===== src/rtl/div_iter_signed_pkg.sv =====
`default_nettype none
// ============================================================================
//  Module      : div_pkg
//  Description : Shared types and constant helpers for the iterative signed
//                divider (state encoding, width-dependent constants).
//  Revision    : 1.0  initial release
// ============================================================================
package div_pkg;

    // Widest operand the constant helpers below can describe.
    localparam int unsigned MAX_WIDTH = 64;

    typedef enum logic [1:0] {
        S_IDLE = 2'd0,
        S_CALC = 2'd1,
        S_FIX  = 2'd2
    } state_t;

    // All-ones pattern of the requested width, right-aligned in MAX_WIDTH bits.
    function automatic logic [MAX_WIDTH-1:0] ones_const(input int unsigned w);
        if (w >= MAX_WIDTH)
            ones_const = '1;
        else
            ones_const = (64'd1 << w) - 64'd1;
    endfunction

    // Most negative two's-complement value of the requested width.
    function automatic logic [MAX_WIDTH-1:0] min_const(input int unsigned w);
        min_const = 64'd1 << (w - 1);
    endfunction

endpackage
`default_nettype wire


===== src/rtl/div_iter_signed_if.sv =====
`default_nettype none
// ============================================================================
//  Module      : div_iter_signed_if
//  Description : Request/result bundle between the ID/EX issue logic (master)
//                and the divider (slave).
//                master drives : start, is_signed, a, b, cancel
//                slave drives  : q, r, busy, done, dbz
//  Revision    : 1.0  initial release
// ============================================================================
interface div_iter_signed_if #(
    parameter int WIDTH = 32
);
    logic             start;
    logic             is_signed;
    logic [WIDTH-1:0] a;
    logic [WIDTH-1:0] b;
    logic             cancel;
    logic [WIDTH-1:0] q;
    logic [WIDTH-1:0] r;
    logic             busy;
    logic             done;
    logic             dbz;

    modport master (
        output start, is_signed, a, b, cancel,
        input  q, r, busy, done, dbz
    );

    modport slave (
        input  start, is_signed, a, b, cancel,
        output q, r, busy, done, dbz
    );
endinterface
`default_nettype wire


===== src/rtl/div_iter_signed_restore_step.sv =====
`default_nettype none
// ============================================================================
//  Module      : div_restore_step
//  Description : One restoring-division iteration (purely combinational).
//                rem      in  WIDTH  partial remainder (always < divisor)
//                dvd_msb  in  1      next dividend bit shifted in
//                divisor  in  WIDTH  divisor magnitude
//                next_rem out WIDTH  updated partial remainder
//                q_bit    out 1      quotient bit produced this iteration
//  Revision    : 1.0  initial release
// ============================================================================
module div_restore_step #(
    parameter int WIDTH = 32
) (
    input  wire logic [WIDTH-1:0] rem,
    input  wire logic             dvd_msb,
    input  wire logic [WIDTH-1:0] divisor,
    output logic      [WIDTH-1:0] next_rem,
    output logic                  q_bit
);

    logic [WIDTH:0] w_shift;
    logic [WIDTH:0] w_trial;

    assign w_shift = {rem, dvd_msb};
    assign w_trial = w_shift - {1'b0, divisor};

    // Because rem < divisor, w_shift < 2*divisor, so the MSB of the
    // WIDTH+1-bit difference is a reliable "shift < divisor" indicator, and
    // when restoring, w_shift itself already fits in WIDTH bits.
    always_comb begin
        q_bit    = ~w_trial[WIDTH];
        next_rem = w_trial[WIDTH] ? w_shift[WIDTH-1:0] : w_trial[WIDTH-1:0];
    end

endmodule
`default_nettype wire


===== src/rtl/div_iter_signed.sv =====
`default_nettype none
// ============================================================================
//  Module      : div_iter_signed
//  Description : Iterative restoring divider for DIV/DIVU, one quotient bit
//                per cycle. Operands are converted to magnitudes on start,
//                divided unsigned, then sign-corrected in a final FIX cycle.
//                clock   in  system clock (rising edge)
//                resetn  in  asynchronous active-low reset
//                bus     slave side of div_iter_signed_if
//                        (start/is_signed/a/b/cancel in; q/r/busy/done/dbz out)
//  Revision    : 1.0  initial release
// ============================================================================
module div_iter_signed
    import div_pkg::*;
#(
    parameter int WIDTH = 32,
    parameter int CNT_W = $clog2(WIDTH)
) (
    input  wire logic       clock,
    input  wire logic       resetn,
    div_iter_signed_if.slave bus
);

    localparam logic [WIDTH-1:0] c_ONES = WIDTH'(ones_const(WIDTH));
    localparam logic [CNT_W-1:0] c_LAST = CNT_W'(WIDTH - 1);

    state_t           r_state;
    logic [CNT_W-1:0] r_cnt;
    logic [WIDTH-1:0] r_dvd;      // dividend magnitude, shifts into quotient
    logic [WIDTH-1:0] r_dvs;      // divisor magnitude
    logic [WIDTH-1:0] r_rem;      // partial remainder
    logic [WIDTH-1:0] r_a_orig;   // raw dividend, reported as r on divide-by-zero
    logic             r_sign_q;
    logic             r_sign_r;
    logic             r_zero;
    logic [WIDTH-1:0] r_q;
    logic [WIDTH-1:0] r_r;
    logic             r_busy;
    logic             r_done;
    logic             r_dbz;

    logic             w_a_neg;
    logic             w_b_neg;
    logic [WIDTH-1:0] w_a_mag;
    logic [WIDTH-1:0] w_b_mag;
    logic [WIDTH-1:0] w_next_rem;
    logic             w_q_bit;

    // Negating MIN yields MIN again, which read as unsigned is exactly its
    // magnitude, so MIN/-1 naturally produces the wrapped quotient.
    assign w_a_neg = bus.is_signed & bus.a[WIDTH-1];
    assign w_b_neg = bus.is_signed & bus.b[WIDTH-1];
    assign w_a_mag = w_a_neg ? (~bus.a + WIDTH'(1)) : bus.a;
    assign w_b_mag = w_b_neg ? (~bus.b + WIDTH'(1)) : bus.b;

    div_restore_step #(
        .WIDTH (WIDTH)
    ) u_step (
        .rem      (r_rem),
        .dvd_msb  (r_dvd[WIDTH-1]),
        .divisor  (r_dvs),
        .next_rem (w_next_rem),
        .q_bit    (w_q_bit)
    );

    always_ff @(posedge clock or negedge resetn) begin
        if (!resetn) begin
            r_state  <= S_IDLE;
            r_cnt    <= '0;
            r_dvd    <= '0;
            r_dvs    <= '0;
            r_rem    <= '0;
            r_a_orig <= '0;
            r_sign_q <= 1'b0;
            r_sign_r <= 1'b0;
            r_zero   <= 1'b0;
            r_q      <= '0;
            r_r      <= '0;
            r_busy   <= 1'b0;
            r_done   <= 1'b0;
            r_dbz    <= 1'b0;
        end else begin
            r_done <= 1'b0;
            if (bus.cancel) begin
                // Flush beats everything, including a pending FIX or start.
                r_state <= S_IDLE;
                r_busy  <= 1'b0;
            end else begin
                case (r_state)
                    S_IDLE: begin
                        if (bus.start) begin
                            r_dvd    <= w_a_mag;
                            r_dvs    <= w_b_mag;
                            r_a_orig <= bus.a;
                            r_sign_q <= w_a_neg ^ w_b_neg;
                            r_sign_r <= w_a_neg;
                            r_zero   <= (bus.b == '0);
                            r_rem    <= '0;
                            r_cnt    <= '0;
                            r_busy   <= 1'b1;
                            r_state  <= S_CALC;
                        end
                    end
                    S_CALC: begin
                        r_rem <= w_next_rem;
                        r_dvd <= {r_dvd[WIDTH-2:0], w_q_bit};
                        r_cnt <= r_cnt + CNT_W'(1);
                        if (r_cnt == c_LAST)
                            r_state <= S_FIX;
                    end
                    S_FIX: begin
                        if (r_zero) begin
                            r_q   <= c_ONES;
                            r_r   <= r_a_orig;
                            r_dbz <= 1'b1;
                        end else begin
                            r_q   <= r_sign_q ? (~r_dvd + WIDTH'(1)) : r_dvd;
                            r_r   <= r_sign_r ? (~r_rem + WIDTH'(1)) : r_rem;
                            r_dbz <= 1'b0;
                        end
                        r_done  <= 1'b1;
                        r_busy  <= 1'b0;
                        r_state <= S_IDLE;
                    end
                    default: begin
                        r_state <= S_IDLE;
                        r_busy  <= 1'b0;
                    end
                endcase
            end
        end
    end

    assign bus.q    = r_q;
    assign bus.r    = r_r;
    assign bus.busy = r_busy;
    assign bus.done = r_done;
    assign bus.dbz  = r_dbz;

endmodule
`default_nettype wire


===== src/flat_wrapper.sv =====
// flat-port wrapper written by rule: the top's interface ports become plain ports
module div_iter_signed_flat import div_pkg::*;
#(
    parameter int WIDTH = 32,
    parameter int CNT_W = $clog2(WIDTH)
)
  (clock, resetn, bus_start, bus_is_signed, bus_a, bus_b, bus_cancel, bus_q, bus_r, bus_busy, bus_done, bus_dbz);
  div_iter_signed_if #(.WIDTH(WIDTH)) bus_i ();
  input  wire logic clock;
  input  wire logic resetn;
  input wire logic [$bits(bus_i.start)-1:0] bus_start;
  input wire logic [$bits(bus_i.is_signed)-1:0] bus_is_signed;
  input wire logic [$bits(bus_i.a)-1:0] bus_a;
  input wire logic [$bits(bus_i.b)-1:0] bus_b;
  input wire logic [$bits(bus_i.cancel)-1:0] bus_cancel;
  output wire logic [$bits(bus_i.q)-1:0] bus_q;
  output wire logic [$bits(bus_i.r)-1:0] bus_r;
  output wire logic [$bits(bus_i.busy)-1:0] bus_busy;
  output wire logic [$bits(bus_i.done)-1:0] bus_done;
  output wire logic [$bits(bus_i.dbz)-1:0] bus_dbz;
  assign bus_i.start = bus_start;
  assign bus_i.is_signed = bus_is_signed;
  assign bus_i.a = bus_a;
  assign bus_i.b = bus_b;
  assign bus_i.cancel = bus_cancel;
  assign bus_q = bus_i.q;
  assign bus_r = bus_i.r;
  assign bus_busy = bus_i.busy;
  assign bus_done = bus_i.done;
  assign bus_dbz = bus_i.dbz;
  div_iter_signed #(.WIDTH(WIDTH), .CNT_W(CNT_W)) u_core (.clock(clock), .resetn(resetn), .bus(bus_i));
endmodule

===== config.mk =====
export PLATFORM = sky130hd
export DESIGN_NAME = div_iter_signed_flat
export DESIGN_NICKNAME = d
export VERILOG_FILES = /design/src/rtl/div_iter_signed_pkg.sv /design/src/rtl/div_iter_signed_if.sv /design/src/rtl/div_iter_signed_restore_step.sv /design/src/rtl/div_iter_signed.sv /design/src/flat_wrapper.sv
export SDC_FILE = /design/constraint.sdc
export NUM_CORES = 1
export LEC_CHECK = 0
export ABC_AREA = 1
export CORE_UTILIZATION = 45
export DETAILED_ROUTE_END_ITERATION = 16
export GPL_TIMING_DRIVEN = 0
export HOLD_SLACK_MARGIN = 0.03
export PLACE_DENSITY = 0.71
export SYNTH_ARGS = -nofsm -noshare
export SYNTH_HDL_FRONTEND = slang
export SYNTH_HIERARCHICAL = 1
export SYNTH_SLANG_ARGS = --single-unit

===== constraint.sdc =====
create_clock -name clock -period 5.09 [get_ports clock]
set_clock_uncertainty 0.2 [all_clocks]
set_input_delay 1.018 -clock clock [delete_from_list [all_inputs] [get_ports clock]]
set_output_delay 1.018 -clock clock [all_outputs]
set_load 0.05 [all_outputs]

==> results.md, run 1 <==
- Worst Setup EP: u_core/bus.r[15]
- Leak pwr: 9.24 nW
- GP Congestion: 1.04
- Top_reg_cell synth: dfrtp_1
- Sw Ratio: 0.488
- Cts hold-fix bufs: 0
- Gr ovfl total: 0
- First-pass GRT wire length: 88,600 um
- Synthesized cell area: 15,000 um2
- Die ar.: 34,100 um2
- Skew-Pair Late Insertion Delay: 0.54 ns
- Placed insts: 2,909
- Post-CTS Resized: 0
- Final cell count without fillers: 2,955
- Post-synth top area share: 0.342
- Pwr dens: 478 nW/um2
- Final slew viol count: 0
- Syn_area_per_cell: 6.44 um2
- Detailed placement HPWL: 46,600 um
- Worst Reg-to-Reg Cells: 17
- DRC Markers: 0
- Initial Util: 0.459
- Part of the cycle the worst path needs: 0.643
- Syn_nets: 2,439
- Vias: 16,300
- Max_cap viols: 0
- Final nets: 2,602
- Seq pwr share: 0.269
- Flop2flop setup slack: 1.89 ns
- Port-buffer cells: 135
- Pre-CTS WS: 1.38 ns
- Largest area contributor in the netlist: dfrtp_1
- Min Clock Period, post-route: 3.27 ns
- Vias per cell: 5.51
- Clk slew on worst S/H paths: 0.06 ns
- Worst hold slack: 0.280 ns
- Post-route setup slack: 1.82 ns
- Synth warnings: 6
- Worst min-delay path category: reg -> reg
- CP Launch Point: bus_cancel
- CP required: 5.33 ns
- Chip Width: 185 um
- Post-synthesis sequential area ratio: 0.342
- Final setup viols: 0
- Vias in the first global route: 15,100
- Crit end category: register
- Critical path class: in -> reg
- Initial antenna violation count: 0
- RSZ-0062 raised after global routing: false
- EDFF count, synth: 0
- CTS max path bufs: 3
- FFs w/ async S/R, synth: 1.00
- P_int: 4.35 mW
- Comb power frac: 0.518
- Drt total wl: 57,800 um
- Fraction of layout cells with a size suffix above 1: 0.0585
- Ant. Diodes: 0
- FF-to-FF End: u_core/r_rem[4]
- Seq cells post-synth: 205
- Count of final hold-check violations: 0
- CTS tree: built
- Peak supply drop: 275 uV
- I/O pins: 136
- DRT antenna net count: 0
- Max-slew headroom: 0.441
- Pin count of the biggest net entering global routing: 106
- Crit path DAT: 3.52 ns
- Number of CTS-inserted buffers: 25
- Initial DRT Pass Iterations: 6
- Synth cell types: 46
- Status: finished clean
- R2R Path Start: u_core/r_dvd[31]
- Cell Area, Placed: 17,000 um2
- 1st-iter DRT viols: 1,956
- Top-count cell post-synth: nand2_1
- Synth area leaders: dfrtp_1 (34%), nand2_1 (19%), nand3_1 (9.0%)
- Die Y: 185 um
- # Post-CTS Setup Buffers: 0
- Global-route usage over all layers: 0.345
- CTS sink cnt: 205
- WL/cell: 19.6 um
- Switch Pwr: 4.14 mW
- F_max: 0.305 GHz
- CTS Root Buffer Type: clkbuf_16
- H-tree Lvls: 1
- Num rows: 66
- Worst-Margin Slew: 0.839 ns
- Commonest cells in the netlist: nand2_1 (773), inv_1 (328), nand3_1 (270)
- Synth Instances: 2,331
- Clock share of power: 0.213
- Startpoint type of the worst setup path: input pin
- Critical-path maximum fanout: 10
- Fin area: 17,800 um2
- Synth-to-layout area growth: 18.4%
- Core area: 32,700 um2
[sequential cells by signal (all words and copies together), names as in the netlist]
signal,cells
u_core/bus.busy,1
u_core/bus.dbz,1
u_core/bus.done,1
u_core/bus.q,32
u_core/bus.r,32
u_core/r_a_orig,32
u_core/r_cnt,5
u_core/r_dvd,32
u_core/r_dvs,32
u_core/r_rem,32
u_core/r_sign_q,1
u_core/r_sign_r,1
u_core/r_state,2
u_core/r_zero,1
[area by class of cell]
| class | instances | area (um2) |
|---|---|---|
| plain buffers | 79 | 407 |
| clock buffers | 32 | 682 |
| clock inverters | 14 | 144 |
| fillers | 3277 | 14900 |
| inverters | 336 | 1260 |
| multi-input cells | 1711 | 8220 |
| flip-flops and latches | 205 | 5130 |
| well taps | 442 | 553 |
| repair buffers | 136 | 1380 |
[per-layer routing]
metal	global-route usage	part of all wire	up-vias
met3	0.0678	0.10	73
met5	0	0	-
met1	0.523	0.47	7654
met2	0.501	0.41	788
li1	-	-	7764
met4	0.0714	0.020	0
[kinds of logic after synthesis]
group	after synthesis	synth area share
adder cells (fa/ha/maj)	39	0.0330
AND/OR/NAND/NOR	1318	0.372
XOR/XNOR	49	0.0286
flip-flops	205	0.342
AO/OA/AOI/OAI	305	0.113
buffers and inverters	415	0.111
[critical path: stages]
cell and delay (ns):
clkdlybuf4s50_1 0.51, nor3_2 0.59, buf_2 0.36, clkbuf_1 0.59, nand3_1 0.27, o211ai_1 0.15
[stage by stage]
| step | util | total power [mW] | setup TNS [ns] |
|---|---|---|---|
| 6_report | 0.544 | 8.49 | 0 |
| 5_1_grt | 0.544 | 9.10 | 0 |
| 4_1_cts | 0.544 | 8.39 | 0 |
| 3_5_place_dp | 0.518 | 6.56 | 0 |
| 3_3_place_gp | 0.517 | 6.52 | -1242.20 |
| 2_1_floorplan | - | 5.21 | 0 |
[cells in the final DEF (no fill, tap or decap), types with 18 or more instances in the layout]
master and instances:
o211ai_1 18, nand4_1 35, xor2_1 44, nor3_1 21
dfrtp_1 205, clkbuf_1 33, buf_2 34, clkbuf_16 25
nand2_1 773, ha_1 38, a21oi_1 87, clkdlybuf4s50_1 134
o21ai_0 145, inv_1 328, nand3_1 270, nor2_1 164
[power groups by stage]
stage / logic, mW / clock network (mW) / registers [mW]
after global routing: 4.91 / 1.88 / 2.30
after detailed placement: 4.27 / 0 / 2.29
after CTS: 4.30 / 1.83 / 2.26
after floorplan: 3.04 / 0 / 2.16
after global placement: 4.24 / 0 / 2.28
final: 4.40 / 1.81 / 2.28
[how the worst min path moves through the flow]
stage / slack (ns) / endpoint / from / cells after the start
3_3_place_gp: 0.25 / u_core/r_cnt[3] / u_core/r_cnt[3] / 1
2_1_floorplan: 0.23 / u_core/r_cnt[3] / u_core/r_cnt[3] / 1
6_report: 0.28 / u_core/r_cnt[3] / u_core/r_cnt[3] / 1
5_1_grt: 0.30 / u_core/r_cnt[3] / u_core/r_cnt[3] / 1
4_1_cts: 0.27 / u_core/r_cnt[3] / u_core/r_cnt[3] / 1
3_5_place_dp: 0.26 / u_core/r_cnt[3] / u_core/r_cnt[3] / 1
Power figures use the tool's default switching activity.
==> run 2, diff against run 1 <==
clock period = 3.35 ns   (was 5.09 ns; I/O delays follow)
==> results.md, run 2 (synthesis results as in run 1) <==
- RSZ-0062 raised after global routing: false (unchanged)
- Pwr dens: 725 nW/um2 (was 478 nW/um2)
- Final setup viols: 0 (unchanged)
- Final nets: 2,603 (was 2,602)
- Fin area: 17,800 um2 (about the same)
- DRT antenna net count: 0 (unchanged)
- Final slew viol count: 0 (unchanged)
- Slowest CP cell: dfrtp_2 (was nor3_2)
- Number of CTS-inserted buffers: 25 (unchanged)
- Drt total wl: 57,800 um (about the same)
- CTS sink cnt: 205 (unchanged)
- Pin count of the biggest net entering global routing: 106 (unchanged)
- Buf+Inv Stages, Crit Path: 3 (unchanged)
- Initial DRT Pass Iterations: 6 (unchanged)
- Max_cap viols: 0 (unchanged)
- P_int: 6.61 mW (was 4.35 mW)
- Port-buffer cells: 135 (unchanged)
- DRC Markers: 0 (unchanged)
- CTS max path bufs: 3 (unchanged)
- Leak pwr: 9.24 nW (about the same)
- Worst min-delay path category: reg -> reg (unchanged)
- F_max: 0.319 GHz
- Die ar.: 34,100 um2 (unchanged)
- Worst-Margin Slew: 0.834 ns (was 0.839 ns)
- CTS Root Buffer Type: clkbuf_16 (unchanged)
- CP Launch Point: u_core/r_dvd[31] (was bus_cancel)
- Status: finished clean (unchanged)
- Crit end category: register (unchanged)
- # Post-CTS Setup Buffers: 0 (unchanged)
- Comb power frac: 0.518 (about the same)
- Max-slew headroom: 0.444 (was 0.441)
- Part of the cycle the worst path needs: 0.937
- Vias: 16,300 (about the same)
- Ant. Diodes: 0 (unchanged)
- R2R Path Start: u_core/r_dvd[31] (unchanged)
- Hold_sp: u_core/r_cnt[3] (unchanged)
- H-tree Lvls: 1 (unchanged)
- Final cell count without fillers: 2,956 (was 2,955)
- Chip Width: 185 um (unchanged)
- WL/cell: 19.6 um (about the same)
- Critical path class: reg -> reg (was in -> reg)
- Critical-path maximum fanout: 10 (unchanged)
- I/O pins: 136 (unchanged)
- Seq pwr share: 0.269 (about the same)
- Cell mode on critical path: nand2_1
- First-pass GRT wire length: 88,600 um (unchanged)
- Skew-Pair Late Insertion Delay: 0.54 ns (about the same)
- Detailed placement HPWL: 46,600 um (unchanged)
- GP Congestion: 1.04 (unchanged)
- 1st-iter DRT viols: 1,790 (was 1,956)
- CP required: 3.56 ns (was 5.33 ns)
- Clk slew on worst S/H paths: 0.06 ns (about the same)
- Count of final hold-check violations: 0 (unchanged)
- Critical Path Max Stage Delay: 0.44 ns (was 0.59 ns)
- Peak supply drop: 419 uV (was 275 uV)
- Vias in the first global route: 15,100 (unchanged)
- Clock share of power: 0.213 (about the same)
- Vias per cell: 5.50 (was 5.51)
- Initial Util: 0.459 (unchanged)
- Cell Area, Placed: 17,000 um2 (unchanged)
- Synth-to-layout area growth: 18.5% (was 18.4%)
- Gr ovfl total: 0 (unchanged)
- Sw Ratio: 0.488 (about the same)
- Min Clock Period, post-route: 3.14 ns
- Placed insts: 2,909 (unchanged)
- Switch Pwr: 6.29 mW (was 4.14 mW)
- Commonest non-fill, non-tap cell in the layout: nand2_1 (unchanged)
- Family with the most delay on the worst path: simple AND/OR/NAND/NOR gates (was buffers and inverters)
- Num rows: 66 (unchanged)
- Startpoint type of the worst setup path: register (was input pin)
- Initial antenna violation count: 0 (unchanged)
- Core area: 32,700 um2 (unchanged)
- CTS tree: built (unchanged)
- Fraction of layout cells with a size suffix above 1: 0.0589 (was 0.0585)
- Crit path DAT: 3.35 ns (was 3.52 ns)
- Commonest cells after routing, fill and taps aside: nand2_1 (773), inv_1 (328), nand3_1 (270) (unchanged)
- Worst path cell trace: inv_1 > ha_1 > fa_1 > inv_1 > nand2_1 > nand2_1 > nand3_1 > nand2_2 > nand2_1 > nand2_2 > nand2_2 > nand3_1 > nand2_4 > buf_6 > nand2_1 > nand2_1 > a32o_1 (was clkdlybuf4s50_1 > nor3_2 > buf_2 > clkbuf_1 > nand3_1 > o211ai_1)
- Die Y: 185 um (unchanged)
- Global-route usage over all layers: 0.345 (unchanged)
run 2: cell count changes in the layout (fill, tap and decap cells not counted):
cell | previous run | this run
dlygate4sd3_1 | 0 | 1
dfrtp_1 | 205 | 204
dfrtp_2 | 0 | 1
run 2: per-stage QoR:
step | power (mW) | setup slack, ns | setup TNS, ns | hold WS, ns | utilization
2_1_floorplan | 7.91 | 0.820 | 0 | 0.174 | -
3_3_place_gp | 9.90 | -7.48 | -1527.58 | 0.253 | 0.517
3_5_place_dp | 9.97 | -0.0113 | -0.0113 | 0.264 | 0.518
4_1_cts | 12.7 | 0.165 | 0 | 0.272 | 0.544
5_1_grt | 13.8 | 0.0356 | 0 | 0.299 | 0.544
6_report | 12.9 | 0.212 | 0 | 0.279 | 0.544
run 2: layout make-up:
type                            instances  area, um2
Sequential cell                       205       5130
Timing Repair Buffer                  137       1390
Inverter                              336       1260
Multi-Input combinational cell       1711       8220
Fill cell                            3276      14900
Buffer                                 79        407
Tap cell                              442        553
Clock buffer                           32        682
Clock inverter                         14        144
run 2: repair_timing:
action / 4_1_cts / 5_1_grt
hold buffers: 1 / 0
setup endpoints to repair: 0 / 2
gates resized for setup: 0 / 1
endpoints found under the hold margin: 19 / 0
run 2: final timing paths:
kind / cells past startpoint / slack, ns / to
min: 1 / 0.28 / u_core/r_cnt[3]
max reg2reg: 17 / 0.21 / u_core/r_rem[4]
min in group asynchronous: 2 / 0.54 / u_core/r_rem[7]
max in group asynchronous: 3 / 1.40 / u_core/r_dvd[12]
min reg2reg: 1 / 0.28 / u_core/r_cnt[3]
max: 17 / 0.21 / u_core/r_rem[4]
run 2: power by group through the flow:
| stage | Combinational [mW] | Clock (mW) | Sequential [mW] |
|---|---|---|---|
| after global routing | 7.46 | 2.86 | 3.50 |
| after CTS | 6.53 | 2.77 | 3.44 |
| final | 6.69 | 2.75 | 3.47 |
| after detailed placement | 6.49 | 0 | 3.48 |
| after floorplan | 4.62 | 0 | 3.29 |
| after global placement | 6.44 | 0 | 3.47 |
run 2: metal layers:
| metal | vias to the layer above | track usage | wire length [um] | part of all wire |
|---|---|---|---|---|
| met5 | - | 0 | 0 | 0 |
| met4 | 0 | 0.0714 | 1100 | 0.019 |
| met2 | 795 | 0.501 | 23700 | 0.41 |
| met3 | 64 | 0.0678 | 5740 | 0.099 |
| li1 | 7764 | - | - | - |
| met1 | 7648 | 0.523 | 27300 | 0.47 |
==> variant, RTL diff (flow settings as in run 2) <==
Make the reset (`resetn`) synchronous in one clocked block. Comments in the files are not updated.
--- a/src/rtl/div_iter_signed.sv
+++ b/src/rtl/div_iter_signed.sv
@@ -65,3 +65,3 @@
 
-    always_ff @(posedge clock or negedge resetn) begin
+    always_ff @(posedge clock) begin
         if (!resetn) begin
Function: differs if resetn is asserted again (counterexample within 4 cycles, from zero or initial values and one cycle with resetn low); with resetn held inactive, the same outputs for 4 cycles.
==> variant against run 2 <==
Area after synthesis fell by 3.5%; die area fell by 3.5%; sequential cell count unchanged; routed wire length shrank 0.64%; fmax increased by 4.7%; worst setup slack gained 0.14 ns; via count is 1.7% higher; register-to-register slack better by 0.17 ns; cell area down 3.9%; sequential share of layout area fell by 4.8 points; critical path type is now in2reg; critical endpoint is now u_core/r_zero.
Power is not compared: it rests on default switching activity, and its combinational part moved more than twofold at a synthesized area within 25%.
==> variant: results (changes against run 2) <==
Logic synthesis
  • Ys flop type: dfxtp_1
  • Avg Inst Size Synth: 5.99 µm² (-7.1%)
  • Adder-Cell Fraction of Synth Area: 3.42% (+0.12 points)
  • Asr flop ratio synth: 0% (-100 points)
  • Compound-Gate Fraction of Synth Area: 18.3% (+7.0 points)
  • Seq/Total Area, Yosys: 28.3% (-5.8 points)

Place
  • Area after DPL: 0.0163 mm² (-3.6%)

STA
  • Min Hold Slack: 0.271 ns (-0.00841 ns)
  • Tmin final: 3.00 ns (-0.140 ns)
  • Least-Margin Pin Slew: 1.01 ns (+0.176 ns)

Worst hold path
  • Hold_sp: u_core/r_dvs[31]
  • Hold worst-path end: u_core/r_dvs[31]

Final layout
  • Final non-filler cell total: 3000 (+1.5%)
  • Filler cells: 3248 (-0.85%)
  • Share of cells above drive strength 1: 4.27% (-1.6 points)

Global route
  • Global Route met2 Usage: 53.4% (+3.4 points)
  • Total GRT Usage: 34.3% (-0.14 points)
  • Met1 Track Usage GR: 46.7% (-5.6 points)
  • Grt met3 use: 7.08% (+0.30 points)

Critical path
  • Worst path arrival time: 3.25 ns (-0.10 ns)
  • FF-to-FF path depth: 19 (+2)

Run status
  • Status: finished, final reports clean

Detailed routing
  • M1 wire length: 25700 µm (-5.8%)
  • Met3 Wirelength: 5030 µm (-12%)
  • Met2 WL: 24600 µm (+3.8%)
variant: report_power, final:
part | switching (mW) | internal [mW]
Sequential | 0.122 | 2.55
Combinational | 1.60 | 0.765
Clock | 1.05 | 1.49
Total | 2.77 | 4.81
variant: what timing repair did:
action                     in CTS  in global routing
hold buffers                    0                  0
buffers inserted                0                  0
setup endpoints to repair       0                  2
gates resized for setup         0                  1
variant: worst max-delay path: stages:
cell and delay (ns):
clkdlybuf4s50_1 0.53, nand2_1 0.12, nor3_2 0.66, clkbuf_1 0.73
nand4_1 0.32, a21oi_1 0.19
variant: final cells by class:
class | instances | area share [%]
multi-input combinational | 1775 | 50.6
sequential | 205 | 24.0
timing repair buffer | 135 | 7.90
inverter | 349 | 7.66
clock buffer | 37 | 4.03
tap | 402 | 2.94
buffer | 91 | 2.41
clock inverter | 5 | 0.395
antenna | 1 | 0.0146
